--- src/rtl/msg_scheduler.sv ---
// msg_scheduler: SHA-2 message schedule generator streaming W[0..ROUNDS-1] from a 16-word sliding window
// Ports:
//   clk, rst              clock, asynchronous active-high reset
//   start_in              begin a new block (abort any block in flight)
//   data_in/valid/ready   load interface, 16 words, W[0] first
//   w_out/w_idx_out       schedule word W[t] and its index t
//   w_valid_out/ready_in  output interface with backpressure
//   done_out              one-cycle pulse after the last word handshake
//   err_out               sticky protocol error when MSG_SCHED_ERR_EN is defined, else tied 0
// Optional feature macro: MSG_SCHED_ERR_EN
module msg_scheduler #(
    parameter int DATA_WIDTH = 32,
    parameter int ROUNDS = 64
) (
    input  logic                  clk,
    input  logic                  rst,
    input  logic                  start_in,
    input  logic [DATA_WIDTH-1:0] data_in,
    input  logic                  data_valid_in,
    output logic                  data_ready_out,
    output logic [DATA_WIDTH-1:0] w_out,
    output logic [6:0]            w_idx_out,
    output logic                  w_valid_out,
    input  logic                  w_ready_in,
    output logic                  done_out,
    output logic                  err_out
);
    typedef enum logic [1:0] {IDLE, LOAD, EXPAND, DONE} state_t;
    state_t state_q;
    logic [15:0][DATA_WIDTH-1:0] win_q;
    logic [3:0] load_cnt_q;
    logic [6:0] t_q;
    logic [DATA_WIDTH-1:0] win15_d;

    function automatic logic [DATA_WIDTH-1:0] rotr(input logic [DATA_WIDTH-1:0] x, input int n);
        return (x >> n) | (x << (DATA_WIDTH - n));
    endfunction

    function automatic logic [DATA_WIDTH-1:0] s0(input logic [DATA_WIDTH-1:0] x);
        return (DATA_WIDTH == 64) ? (rotr(x, 1) ^ rotr(x, 8) ^ (x >> 7))
                                  : (rotr(x, 7) ^ rotr(x, 18) ^ (x >> 3));
    endfunction

    function automatic logic [DATA_WIDTH-1:0] s1(input logic [DATA_WIDTH-1:0] x);
        return (DATA_WIDTH == 64) ? (rotr(x, 19) ^ rotr(x, 61) ^ (x >> 6))
                                  : (rotr(x, 17) ^ rotr(x, 19) ^ (x >> 10));
    endfunction

    // win[0..15] = W[t..t+15], so the new tail is W[t+16]
    always_comb win15_d = s1(win_q[14]) + win_q[9] + s0(win_q[1]) + win_q[0];

    assign w_out = win_q[0];
    assign w_idx_out = t_q;

    always_ff @(posedge clk or posedge rst) begin
        if (rst) begin
            state_q <= IDLE;
            win_q <= '0;
            load_cnt_q <= '0;
            t_q <= '0;
            data_ready_out <= 1'b0;
            w_valid_out <= 1'b0;
            done_out <= 1'b0;
        end else if (start_in) begin
            state_q <= LOAD;
            load_cnt_q <= '0;
            t_q <= '0;
            data_ready_out <= 1'b1;
            w_valid_out <= 1'b0;
            done_out <= 1'b0;
        end else begin
            case (state_q)
                LOAD: if (data_valid_in) begin
                    win_q[load_cnt_q] <= data_in;
                    load_cnt_q <= load_cnt_q + 4'd1;
                    if (load_cnt_q == 4'd15) begin
                        state_q <= EXPAND;
                        data_ready_out <= 1'b0;
                        w_valid_out <= 1'b1;
                    end
                end
                EXPAND: if (w_ready_in) begin
                    win_q <= {win15_d, win_q[15:1]};
                    t_q <= t_q + 7'd1;
                    if (t_q == 7'(ROUNDS - 1)) begin
                        state_q <= DONE;
                        w_valid_out <= 1'b0;
                        done_out <= 1'b1;
                    end
                end
                DONE: begin
                    done_out <= 1'b0;
                    state_q <= IDLE;
                end
                default: state_q <= IDLE;
            endcase
        end
    end

`ifdef MSG_SCHED_ERR_EN
    // a start while LOAD or EXPAND is active aborts a block in flight
    always_ff @(posedge clk or posedge rst) begin
        if (rst)
            err_out <= 1'b0;
        else if ((data_valid_in && state_q != LOAD) || (start_in && (state_q == LOAD || state_q == EXPAND)))
            err_out <= 1'b1;
    end
`else
    assign err_out = 1'b0;
`endif
endmodule

--- config.mk ---
export PLATFORM = sky130hd
export DESIGN_NAME = msg_scheduler
export DESIGN_NICKNAME = d
export VERILOG_FILES = /design/src/rtl/msg_scheduler.sv
export SDC_FILE = /design/constraint.sdc
export NUM_CORES = 2
export LEC_CHECK = 0
export ABC_CLOCK_PERIOD_IN_PS = 23800
export BUFFER_PORTS_ARGS = -buffer_cell sky130_fd_sc_hd__buf_2
export CORE_AREA = 2 2 324 198
export DETAILED_ROUTE_END_ITERATION = 10
export DIE_AREA = 0 0 326 200
export HOLD_SLACK_MARGIN = 0.15
export MAX_ROUTING_LAYER = met4
export PLACE_DENSITY = 0.57
export SYNTH_ARGS = -nofsm -noshare
export SYNTH_HDL_FRONTEND = slang
export SYNTH_SLANG_ARGS = --single-unit
export TNS_END_PERCENT = 10
--- constraint.sdc ---
create_clock -name clk -period 23.8 [get_ports clk]
set_input_delay 4.76 -clock clk [delete_from_list [all_inputs] [get_ports clk]]
set_output_delay 4.76 -clock clk [all_outputs]
set_load 0.01 [all_outputs]
==> results.cfg <==
[grt]
antenna_found_initial = 3
overflow = 0
grt_pass1_vias = 21600
grt_pass1_wl_um = 140000
grt_use_total_pct = 29.2
grt_start_max_net_pins = 168

[cts]
cts.repair_timing.setup_buffer_count = 0
clk_transition_reported_paths_ps = 70
cts-root-buf = clkbuf_16
holdBufCountCts = 0
ctsResizeCount = 0
cts.htree.levels = 2
clk_latency_ps = 620
clockBufferDepth = 3
tritoncts_clock_tree = built
tritoncts_num_sinks = 528
cts_inserted_buffers = 51

[sta]
timing_worst_slew_pin_value_ps = 1320
finClkSkew_ps = 19.9
setup-violations-final = 0
finalWorstPathRequiredPeriod_ps = 6860
max-slew-margin-rel_pct = 12.0
report.final.hold_viol_count = 0
slew_violations = 0
layout_worst_path_cycle_share_pct = 28.8
fmaxAchievable_mhz = 146
setup_repair_after_global_routing_missed_its_margin = no
tns_ps = 0

[run]
drv.max_cap_violation_count = 0

[yosys]
synth_seq_area_share_pct = 47.8
synth-edff-count = 0
synth_seq_cells = 528
synthesis.yosys.warnings = 0
synth_area_um2 = 27700
synth.lib_cells_used.distinct = 57
post_synth.cell_area_avg_um2 = 9.25
yosys.area.top_type = dfrtp_1
netlist_instances = 2991
synth_area_leaders = dfrtp_1, a21oi_1, a22oi_1
synth_top_flop_cell = dfrtp_1
synthDominantCellAreaShare_pct = 47.8
synth_fp_nets = 3129
async_set_reset_flop_share_out_of_synthesis_pct = 100

[run_status]
status = complete, no violations

[die]
floorplan.io_pins = 80
initial_utilization_pct = 44.6
floorplan.rows = 71
fp.coreArea_um2 = 62100
die_height_um = 200
floorplan.die_area_um2 = 65200
chipWidth_um = 326

[finish]
fill_cells = 5878
final-seq-area_um2 = 13200
area_delta_synth_final_pct = 7.89
finish.net_count = 2984
drive_gt1_share_pct = 8.21
layout.core_utilization_pct = 48.1
mostFrequentLayoutCell = dfrtp_1
multi_input_comb_area_um2 = 12600
layout.cells.non_filler = 3726
mostFrequentLayoutCells = dfrtp_1, a21oi_1, nand2_1

[detailed_routing]
remaining_drc_errors = 0
average_detailed_routed_wire_length_per_instance_um = 24.6
final_wl_um = 91800
drt-initial-drc-count = 2730
final_antenna_net_count = 0
vias = 22500
detail_route.first_pass.iterations = 6
drt-vias-per-instance = 6.05

[critical_path]
cp_data_arrival_time_ps = 7380
crit_required_ps = 24320
worstPathMaxFanout = 41
worstPathCellList = buf_2 -> or4_4 -> nor2_2 -> buf_4 -> a22oi_1 -> o21ai_0
slowest_stage = or4_4
criticalPathCategory = in2reg
worstSetupEndpointType = register
critical-path-max-stage-delay_ps = 860
worst_setup_path_start_kind = input pin

[place]
gp_congestion = 0.983
io_buffers = 78
dpl.hpwl_um = 62200
dp.cells = 3632

[min_path]
hp-class = reg2reg
## final timing paths
path | from | to | slack, ps | cells past startpoint
setup / recovery | start_in | win_q[67]$_DFFE_PP0P_ | 16940 | 6
hold / removal | win_q[363]$_DFFE_PP0P_ | win_q[363]$_DFFE_PP0P_ | 480 | 2
setup reg to reg | win_q[468]$_DFFE_PP0P_ | win_q[509]$_DFFE_PP0P_ | 18380 | 17
hold reg to reg | win_q[363]$_DFFE_PP0P_ | win_q[363]$_DFFE_PP0P_ | 480 | 2
max in group asynchronous | rst | win_q[123]$_DFFE_PP0P_ | 17070 | 4
min in group asynchronous | rst | win_q[170]$_DFFE_PP0P_ | 4290 | 2
## metrics by stage
step                setup WS [ps]  instance area (um^2)  hold WS (ps)
floorplan                    4290                 27700           450
CTS                         16980                 29800           485
finish                      16940                 29800           479
global placement            16380                 28100           461
global route                16700                 29800           502
detailed placement          16310                 28100           470
## registers in the layout (all words and copies together) (netlist names)
register / cells
win_q: 480
w_out: 32
w_idx_out: 7
load_cnt_q: 4
state_q: 2
data_ready_out: 1
done_out: 1
w_valid_out: 1
## routing by layer
metal | share of wire [%] | global-route usage [%] | up-vias
li1 | - | - | 10100
met1 | 47 | 43.4 | 11400
met2 | 41 | 39.5 | 979
met3 | 10 | 7.74 | 110
met4 | 1.7 | 5.94 | 0
met5 | 0 | - | -
## cells in the mapped netlist (all sizes together) (6+ instances only)
cell type,n
a22oi,271
xnor2,89
nand3,19
fa,62
o22ai,10
a31oi,8
dfrtp,528
xor2,65
buf,90
inv,133
o21ai,435
a211oi,58
clkbuf,229
or3,7
ha,39
a21o,30
nor3,7
nor2b,41
nor2,77
a21oi,414
nand4,6
nand2,331
## critical path, delay by kind of cell
| family | cells | cell delay [ps] |
|---|---|---|
| buf+inv | 2 | 720 |
| compound gates | 2 | 320 |
| simple gates | 2 | 1560 |
## cells by family after synthesis
logic type	share of synthesized area, %
AOI/OAI and AO/OA	26.3
xor gates and xnor gates	4.88
adders and majority gates	6.25
buffers and inverters	6.92
DFF	47.8
muxes	0.0769
other	0.0136
and+or+nand+nor	7.79
## cell type report
cell class / count / share of cell area [%]
antenna: 2 / 0.0168
clock buffer: 77 / 5.17
clock inverter: 15 / 0.608
inverter: 133 / 1.70
multi-input combinational: 2011 / 42.3
sequential: 528 / 44.3
tap: 839 / 3.52
timing repair buffer: 121 / 2.43
Power is not shown: default switching activity piles up to over one toggle a cycle in this logic, so the estimate is an artifact.
